==> src/rtl/elastic_pipe_pkg.sv <==
// Shared constants and helpers for the elastic register pipeline.
// Build option: define ELASTIC_PIPE_OCCUPANCY_EN to add the occupancy counter.
package elastic_pipe_pkg;

    localparam int ELASTIC_PIPE_WIDTH_DEF = 8;
    localparam int ELASTIC_PIPE_DEPTH_DEF = 4;

    // Bits needed to count from 0 up to and including depth items.
    function automatic int occ_width(input int depth);
        return $clog2(depth + 1);
    endfunction

endpackage : elastic_pipe_pkg

==> src/rtl/elastic_stage.sv <==
// One slice of the elastic pipeline: a data register plus its valid bit.
// The top decides when the slice loads; the slice only applies load and flush.
module elastic_stage
    import elastic_pipe_pkg::*;
#(
    parameter int WIDTH = ELASTIC_PIPE_WIDTH_DEF
) (
    input  logic             clock_i,
    input  logic             reset_i,
    input  logic             flush_i,
    input  logic             load_i,
    input  logic             valid_i,
    input  logic [WIDTH-1:0] data_i,
    output logic             valid_o,
    output logic [WIDTH-1:0] data_o
);

    logic             valid_q, valid_d;
    logic [WIDTH-1:0] data_q,  data_d;

    // Next state: take the predecessor's item on load; flush only drops the valid bit.
    always_comb begin
        // NOTE: every signal assigned here gets a default first, so no latch can be inferred.
        valid_d = valid_q;
        data_d  = data_q;
        if (load_i) begin
            valid_d = valid_i;
            data_d  = data_i;
        end
        if (flush_i) begin
            valid_d = 1'b0;
        end
    end

    // Slice register with asynchronous clear of both valid and data.
    always_ff @(posedge clock_i or posedge reset_i) begin
        // NOTE: the data register is reset as well as the valid bit, so an empty pipe never shows X.
        if (reset_i) begin
            // NOTE: sequential state is only ever updated with non-blocking assignments.
            valid_q <= 1'b0;
            data_q  <= '0;
        end else begin
            valid_q <= valid_d;
            data_q  <= data_d;
        end
    end

    assign valid_o = valid_q;
    assign data_o  = data_q;

endmodule : elastic_stage

==> src/rtl/elastic_pipe.sv <==
// Elastic register pipeline: DEPTH independently advancing stages with
// valid/ready on both ends, so bubbles collapse and backpressure propagates.
// Build option: ELASTIC_PIPE_OCCUPANCY_EN adds the registered occupancy_o port.
module elastic_pipe
    import elastic_pipe_pkg::*;
#(
    parameter int WIDTH = ELASTIC_PIPE_WIDTH_DEF,
    parameter int DEPTH = ELASTIC_PIPE_DEPTH_DEF
) (
    input  logic                        clock_i,
    input  logic                        reset_i,
    input  logic                        flush_i,
    input  logic                        in_valid_i,
    input  logic [WIDTH-1:0]            in_data_i,
    output logic                        in_ready_o,
    output logic                        out_valid_o,
    output logic [WIDTH-1:0]            out_data_o,
    input  logic                        out_ready_i
`ifdef ELASTIC_PIPE_OCCUPANCY_EN
    ,
    output logic [occ_width(DEPTH)-1:0] occupancy_o
`endif
);

    logic [DEPTH-1:0]            stage_valid;
    logic [DEPTH-1:0][WIDTH-1:0] stage_data;
    logic [DEPTH-1:0]            accept;
    logic [DEPTH-1:0]            leave;

    // Ready chain from the output end back to the input: a stage accepts when it
    // is empty or its item is moving on this cycle.
    always_comb begin
        leave            = '0;
        accept           = '0;
        leave[DEPTH-1]   = stage_valid[DEPTH-1] & out_ready_i;
        accept[DEPTH-1]  = ~stage_valid[DEPTH-1] | leave[DEPTH-1];
        for (int k = DEPTH - 2; k >= 0; k--) begin
            leave[k]  = stage_valid[k] & accept[k + 1];
            accept[k] = ~stage_valid[k] | leave[k];
        end
    end

    for (genvar k = 0; k < DEPTH; k++) begin : g_stage
        logic             src_valid;
        logic [WIDTH-1:0] src_data;

        if (k == 0) begin : g_head
            assign src_valid = in_valid_i;
            assign src_data  = in_data_i;
        end else begin : g_body
            assign src_valid = stage_valid[k - 1];
            assign src_data  = stage_data[k - 1];
        end

        elastic_stage #(
            .WIDTH (WIDTH)
        ) u_stage (
            .clock_i (clock_i),
            .reset_i (reset_i),
            .flush_i (flush_i),
            .load_i  (accept[k]),
            .valid_i (src_valid),
            .data_i  (src_data),
            .valid_o (stage_valid[k]),
            .data_o  (stage_data[k])
        );
    end

    assign in_ready_o  = accept[0];
    assign out_valid_o = stage_valid[DEPTH-1];
    assign out_data_o  = stage_data[DEPTH-1];

`ifdef ELASTIC_PIPE_OCCUPANCY_EN
    localparam int OCC_W = occ_width(DEPTH);

    logic [OCC_W-1:0] occ_q, occ_d;
    logic             in_hs;
    logic             out_hs;

    assign in_hs  = in_valid_i & in_ready_o;
    assign out_hs = out_valid_o & out_ready_i;

    // Occupancy next state: flush empties; otherwise track net handshakes.
    always_comb begin
        occ_d = occ_q;
        if (flush_i) begin
            occ_d = '0;
        end else if (in_hs && !out_hs) begin
            occ_d = occ_q + OCC_W'(1);
        end else if (out_hs && !in_hs) begin
            occ_d = occ_q - OCC_W'(1);
        end
    end

    // Occupancy register.
    always_ff @(posedge clock_i or posedge reset_i) begin
        if (reset_i) begin
            occ_q <= '0;
        end else begin
            occ_q <= occ_d;
        end
    end

    assign occupancy_o = occ_q;
`endif

endmodule : elastic_pipe
==> config.mk <==
export PLATFORM = sky130hd
export DESIGN_NAME = elastic_pipe
export DESIGN_NICKNAME = d
export VERILOG_FILES = /design/src/rtl/elastic_pipe_pkg.sv /design/src/rtl/elastic_stage.sv /design/src/rtl/elastic_pipe.sv
export SDC_FILE = /design/constraint.sdc
export NUM_CORES = 1
export LEC_CHECK = 0
export BUFFER_PORTS_ARGS = -buffer_cell sky130_fd_sc_hd__clkbuf_2
export CAP_MARGIN = 25
export CORE_MARGIN = 4
export CORE_UTILIZATION = 50
export DETAILED_ROUTE_END_ITERATION = 10
export HOLD_SLACK_MARGIN = 0.08
export PLACE_DENSITY = 0.72
export SETUP_SLACK_MARGIN = 0.4
export SLEW_MARGIN = 25
export SYNTH_ARGS = -nofsm -noshare
export SYNTH_HDL_FRONTEND = slang
export SYNTH_SLANG_ARGS = --single-unit
==> constraint.sdc <==
create_clock -name clock_i -period 2.7 [get_ports clock_i]
set_clock_uncertainty 0.05 [all_clocks]
set_input_delay 0.27 -clock clock_i [delete_from_list [all_inputs] [get_ports clock_i]]
set_output_delay 0.27 -clock clock_i [all_outputs]
set_load 0.005 [all_outputs]
# Yosys cells after proc, flatten, opt, wreduce, memory -nomap -nowiden
# Index checks and enable logic that the tools add are counted.
# classes
bitwise	12
mux	8
n_reduce_logical	4
# op_table
op	n
2-to-1 mux 1 bit	8
nonzero test 2 bit	4
bitwise AND 1 bit	4
NOT 1 bit	4
bitwise OR 1 bit	4
# word_totals
ff_bits	36
wordCells	32
inputBits	13

# Depth between registers and ports, before layout
# Gate-level depths: netlist of the first run.
# depth
ltp_word	10
ltp_mapped	4

# Hierarchy
# Synthesis of the first run repeated with hierarchy kept, for this count alone.
# hier_totals
hier_cells	89
area_unflattened_um2	1529.0
# modules_own_cells
mod	area_per_inst_um2	cells_each	instances
elastic_stage	374.1	21	4
elastic_pipe	32.5	5	1

# Worst setup path after synthesis of the first run
# Ideal clock, no wire load.
# synth_timing
path_type	register to register
start	reg g_stage[3].u_stage.valid_q
end	reg g_stage[0].u_stage.data_q[0]
t_required_ns	2.525
path_slack_ns	1.257
setup_time_ns	0.125
path_stages_with_launch	5
n_path_buf	1
arrival_ns	1.268
cell_sequence	dfrtp_1 > nand3b_1 > buf_6 > nor3_4 > mux2_2
# synth_between
elab_chain_len	8
# synth_lines
item	line_no	rtl
start, declared	elastic_stage.sv:18	logic valid_q, valid_d;
start signal, assigned	elastic_stage.sv:43	valid_q <= valid_d;
bitwise AND 1 bit or NOT 1 bit (tied branches)	elastic_pipe.sv:35, elastic_pipe.sv:36	
bitwise OR 1 bit *	elastic_pipe.sv:36	accept[DEPTH-1] = ~stage_valid[DEPTH-1] | leave[DEPTH-1];
bitwise AND 1 bit *	elastic_pipe.sv:38	leave[k] = stage_valid[k] & accept[k + 1];
bitwise OR 1 bit *	elastic_pipe.sv:39	accept[k] = ~stage_valid[k] | leave[k];
bitwise AND 1 bit *	elastic_pipe.sv:38	
bitwise OR 1 bit *	elastic_pipe.sv:39	
bitwise AND 1 bit *	elastic_pipe.sv:38	
bitwise OR 1 bit *	elastic_pipe.sv:39	
end signal, assigned	elastic_stage.sv:44	data_q <= data_d;
end, declared	elastic_stage.sv:19	logic [WIDTH-1:0] data_q, data_d;
# Every way passes the cells marked *; elsewhere a longest branch is shown, timed or not.
# A chain may end at the register's enable or synchronous reset.

# Worst setup path in the final report of the first run
# layout_timing
start	reg g_stage[3].u_stage.valid_q
end	out in_ready_o
# layout_between
elab_chain_len	8
# layout_lines
item	line_no	rtl
bitwise AND 1 bit or NOT 1 bit (tied branches)	elastic_pipe.sv:35, elastic_pipe.sv:36	
bitwise OR 1 bit *	elastic_pipe.sv:36	
bitwise AND 1 bit *	elastic_pipe.sv:38	
bitwise OR 1 bit *	elastic_pipe.sv:39	
bitwise AND 1 bit *	elastic_pipe.sv:38	
bitwise OR 1 bit *	elastic_pipe.sv:39	
bitwise AND 1 bit *	elastic_pipe.sv:38	
bitwise OR 1 bit *	elastic_pipe.sv:39	
end, declared	elastic_pipe.sv:15	output logic in_ready_o,
# Marked as above.

==> results of run 1 <==
## worst max-delay path: stages, from the launching register on
cell	delay, ns
dfrtp_1	0.39
nand3b_1	0.40
nor3_4	0.27
buf_4	0.19
inv_1	0.05
clkbuf_2	0.10
## metal layers
metal,global-route usage (%),vias to the layer above
met5,0,-
met4,6.646,0
met3,5.745,6
met2,21.76,22
met1,18.37,396
li1,-,401
## synthesized netlist by cell type (all sizes together)
master  number
a21oi        2
and2b        1
buf          2
clkbuf       1
dfrtp       36
inv          4
mux2        24
nand2       24
nand2b       1
nand3        1
nand3b       1
nor2         2
nor3         1
o21ba        1
## sequential cells by signal, indices dropped and copies added, names as in the netlist
signal,count
g_stage.u_stage.valid_o,4
g_stage.u_stage.data_o,32
## what timing repair did
item,CTS,global route
hold endpoints to repair,39,0
setup buffers,0,6
setup endpoints to repair,0,1
resized for setup,0,0
hold buffers,2,0
## cells by family (layout without fill, tap and decap cells)
logic type	count (synthesis)	after routing	share of synthesized area, %
compound gates	3	3	1.460
buf+inv	7	42	2.554
flops	36	36	65.69
mux	24	24	19.71
simple gates	31	31	10.59
## where the power goes
part | total, mW | internal (mW) | switching [mW] | leakage [nW]
clock network | 0.307 | 0.148 | 0.160 | 0.0374
registers | 0.581 | 0.567 | 0.0140 | 0.427
logic | 0.0611 | 0.0326 | 0.0284 | 0.340
total | 0.949 | 0.747 | 0.202 | 0.804
## cell type report
| cell class | count | area, sq um |
|---|---|---|
| repair buffers | 31 | 182.7 |
| clock buffers | 7 | 65.06 |
| inverters | 4 | 15.01 |
| multi-input cells | 58 | 435.4 |
| fillers | 206 | 908.4 |
| well taps | 30 | 37.54 |
| flip-flops and latches | 36 | 900.9 |
## path summary, 6_finish.rpt
kind,to,slack (ns),depth (start not counted)
worst min register to register,g_stage[3].u_stage.data_o[4],0.42,2
worst max register to register,g_stage[0].u_stage.data_o[5],0.83,5
worst max-delay path,in_ready_o,0.63,5
min in group asynchronous,g_stage[3].u_stage.data_o[7],0.50,4
max in group asynchronous,g_stage[2].u_stage.data_o[5],1.78,4
worst min-delay path,g_stage[0].u_stage.data_o[7],0.11,2
## per-stage QoR
stage | instance area [sq um] | hold WS [ns]
CTS | 1592 | 0.1031
detailed placement | 1506 | 0.3241
global route | 1637 | 0.08045
global placement | 1506 | 0.3149
finish | 1637 | 0.1116
floorplan | 1371 | 0.2831
==> out/qor.yml, run 1 <==
worstSkewPairLatency_ns: 0.33
total_power_mw: 0.9490
wl_met1_microns: 966
synth_area_sq_um: 1371
path_clk_slew_ns: 0.10
finish.utilization_pct: 64.31
synth.largest_area_cell: "dfrtp_1"
viasPerCell: 4.970
place.gp.congestion: 0.7285
vias: 825
n_antenna_cell: 0
numCtsBuffers: 5
setup_ws_ns: 0.6299
crit_required_ns: 2.38
final_cell_mix: "dfrtp_1 (36), mux2_2 (24), nand2_1 (24)"
cellLeakagePower_nw: 0.8041
wl_per_cell_microns: 13.27
yosysWarnings: 0
stdcell_count: 166
die_w_microns: 60.37
synth.area.top_cells: "dfrtp_1 (66%), mux2_2 (20%), nand2_1 (6.6%)"
yosysUniqueCellTypes: 15
cts_buffer_depth: 2
holdCritStartpoint: "in_data_i[7]"
critical_path_peak_fanout: 10
yosysSeqAreaShare_pct: 65.69
htreeDepth: 2
die_h_microns: 60.37
dp_hpwl_microns: 1558
postRouteAntennaNets: 0
top_layer_used: "met4"
syn-instance-count: 101
ir_drop_mv: 0.4175
grt_pass1_wl_microns: 3650
reg2reg_from: "g_stage[3].u_stage.valid_o"
dr.pass1.iters: 3
cp-start-kind: "flip-flop"
pwr_density_cell_nw_per_um2: 579.9
drt_iter0_drc: 7
place_ws_ns: 0.7288
area_growth_pct: 19.34
die-area_sq_um: 3645
ys_seq_elements: 36
dr_wl_met2_microns: 1031
rsz0062_at_grt: "false"
tightest_slew_ns: 0.5548
grt_overflow_total: 0
finalSetupTns_ns: 0
cts_tree: "done"
grt_start_max_net_pins: 37
yosysTopAreaCellShare_pct: 65.69
core_sq_um: 2545
clock.fmax_mhz: 483.1
dp.cells: 151
hold_class: "input pin to flip-flop"
final-setup-viol-count: 0
clkSinkCount: 36
worstPathArrival_ns: 1.75
drc: 0
port_buffers: 22
initial_core_util_pct: 53.88
final_common_cell: "dfrtp_1"
grtUsageTotal_pct: 14.43
wl_microns: 2203
crit_type: "flip-flop to output pin"
hold_viol_final: 0
slew_headroom_pct: 62.90
max-cap-violations: 0
status: "complete, no violations"
grt_pass1_vias: 765
syn_area_per_cell_sq_um: 13.58
wl_met3_microns: 158
crit_path_end_kind: "output pin"
antenna_found_initial: 0
layout_min_cycle_time_ns: 2.070
finalCritPeriodShare_pct: 76.67
slew_violations: 0
root_buffer: "clkbuf_4"
drive_above_1_share_pct: 46.32
row_count: 18
cp-startpoint: "g_stage[3].u_stage.valid_o"
syn-num-nets: 114
io_pins: 23
fin_nets: 149
Note: power is estimated with default switching activity, not from simulation.
==> run 2, diff against run 1 <==
Clock period 2.7 ns to 2 ns, I/O delays scaled along.
==> out/qor.yml, run 2 (synthesized netlist as in run 1, its figures left out) <==
crit_path_end_kind: "output pin"
ir_drop_mv: 0.5789  # +39%
internal_power_mw: 0.9950  # +33%
grt_overflow_total: 0  # unchanged
postRouteAntennaNets: 0  # unchanged
grt_busiest_layer: "met2"
power_switching_mw: 0.2809  # +39%
critical_path_peak_fanout: 4  # -6
sequentialPowerShare_pct: 61.5  # +0.3 points
cellLeakagePower_nw: 0.8278  # +3.0%
numCtsBuffers: 5  # unchanged
port_buffers: 22  # unchanged
vias: 869  # +5.3%
slew_headroom_pct: 70.93  # +8.0 points
die_h_microns: 60.37  # unchanged
die_w_microns: 60.37  # unchanged
drc: 0  # unchanged
grtUsageTotal_pct: 16.97  # +2.5 points
swShare_pct: 22.01  # +0.73 points
io_pins: 23  # unchanged
cpPeakStageDelay_ns: 0.39  # about the same
setup_ws_ns: 0.4983  # -0.1316 ns
path_clk_slew_ns: 0.10  # about the same
crit_slowest_cell: "dfrtp_1"
met3_usage_pct: 6.383  # +0.64 points
pwr-share-clk_pct: 31.0  # -1.4 points
grtUsageMet1_pct: 20.93  # +2.6 points
core_sq_um: 2545  # unchanged
place.gp.congestion: 0.7497  # +2.9%
p_comb_share_pct: 7.6  # +1.2 points
finish.utilization_pct: 67.36  # +3.0 points
wl_per_cell_microns: 13.61  # +2.6%
antenna_found_initial: 0  # unchanged
finalCritPeriodShare_pct: 75.09
htreeDepth: 2  # unchanged
total_power_mw: 1.276  # +34%
worstSkewPairLatency_ns: 0.33  # about the same
use_met2_pct: 26.85  # +5.1 points
worstPathArrival_ns: 1.25  # -0.50 ns
n_antenna_cell: 0  # unchanged
final_cell_mix: "dfrtp_1 (36), mux2_2 (24), nand2_1 (24)"
wl_microns: 2382  # +8.1%
dp_hpwl_microns: 1433  # -8.0%
clock.fmax_mhz: 665.9
viasPerCell: 4.966  # about the same
drive_above_1_share_pct: 42.76  # -3.6 points
cp-start-kind: "flip-flop"
cts_buffer_depth: 2  # unchanged
crit_chain: "nand3b_1, nor3_4, inv_1, clkbuf_2"
finalSetupTns_ns: 0  # unchanged
rrSetupSlack_ns: 0.51  # -0.32 ns
status: "complete, no violations"
slew_violations: 0  # unchanged
hold_viol_final: 0  # unchanged
crit_type: "flip-flop to output pin"
fin_nets: 157  # +5.4%
dr.pass1.iters: 4  # +1
area_growth_pct: 25.00
rsz0062_at_grt: "false"
grt_start_max_net_pins: 37  # unchanged
layout_min_cycle_time_ns: 1.502
initial_core_util_pct: 53.88  # unchanged
crit_required_ns: 1.75  # -0.63 ns
hold_class: "input pin to flip-flop"
grt_pass1_vias: 963  # +26%
cts_tree: "done"
grt_pass1_wl_microns: 4409  # +21%
place_ws_ns: 0.4456  # -0.2832 ns
max-cap-violations: 0  # unchanged
pwr_density_cell_nw_per_um2: 744.3  # +28%
root_buffer: "clkbuf_4"
drt_iter0_drc: 16  # +9
clkSinkCount: 36  # unchanged
final-setup-viol-count: 0  # unchanged
die-area_sq_um: 3645  # unchanged
largest_reg_flops: 32  # unchanged
row_count: 18  # unchanged
final_common_cell: "dfrtp_1"
tightest_slew_ns: 0.4360  # -0.1188 ns
[run 2: per-layer routing]
metal / part of all wire (%) / vias up
li1: - / 418
met1: 43 / 416
met2: 48 / 27
met3: 6.4 / 8
met4: 3.1 / 0
met5: 0 / -
[run 2: repair_timing]
item                                    in CTS  in global routing
hold buffers                                11                  0
buffers inserted                             2                  2
endpoints found under the setup margin       1                 15
gates resized for setup                      0                  1
hold endpoints to repair                    48                  0
pin swaps                                    1                  2
[run 2: worst max-delay path: cells and delay by family, from the launching register on]
| family | cells | cell delay, ns |
|---|---|---|
| buffers and inverters | 2 | 0.17 |
| DFF | 1 | 0.39 |
| and+or+nand+nor | 2 | 0.36 |
[run 2: power by group through the flow]
stage	combinational [mW]	sequential, mW	clock (mW)
2_1_floorplan	0.0473	0.795	0
6_report	0.0967	0.784	0.395
4_1_cts	0.0974	0.785	0.407
5_1_grt	0.111	0.791	0.448
3_3_place_gp	0.0781	0.798	0
3_5_place_dp	0.0806	0.799	0
[run 2: worst paths after layout]
check | start | endpoint | cells past startpoint
worst max-delay path | g_stage[3].u_stage.valid_o | in_ready_o | 4
worst min-delay path | out_ready_i | g_stage[3].u_stage.data_o[4] | 4
worst max register to register | g_stage[3].u_stage.valid_o | g_stage[0].u_stage.data_o[4] | 4
worst min register to register | g_stage[3].u_stage.data_o[6] | g_stage[3].u_stage.data_o[6] | 2
max in group asynchronous | reset_i | g_stage[0].u_stage.data_o[3] | 4
min in group asynchronous | reset_i | g_stage[3].u_stage.valid_o | 4
[run 2: final cells by class]
class                      count  area, sq um
inverter                       4        15.01
multi-input combinational     58        436.7
timing repair buffer          39        265.3
clock buffer                   8        58.81
sequential                    36        900.9
fill                         206        830.8
tap                           30        37.54
[run 2: stage by stage]
stage / cell area (sq um) / hold slack (ns) / cells
final: 1714 / 0.3600 / 175
after global routing: 1714 / 0.3657 / 175
after CTS: 1698 / 0.3617 / 173
after detailed placement: 1514 / 0.2553 / 152
after global placement: 1514 / 0.2464 / 152
after floorplan: 1371 / 0.2131 / 101
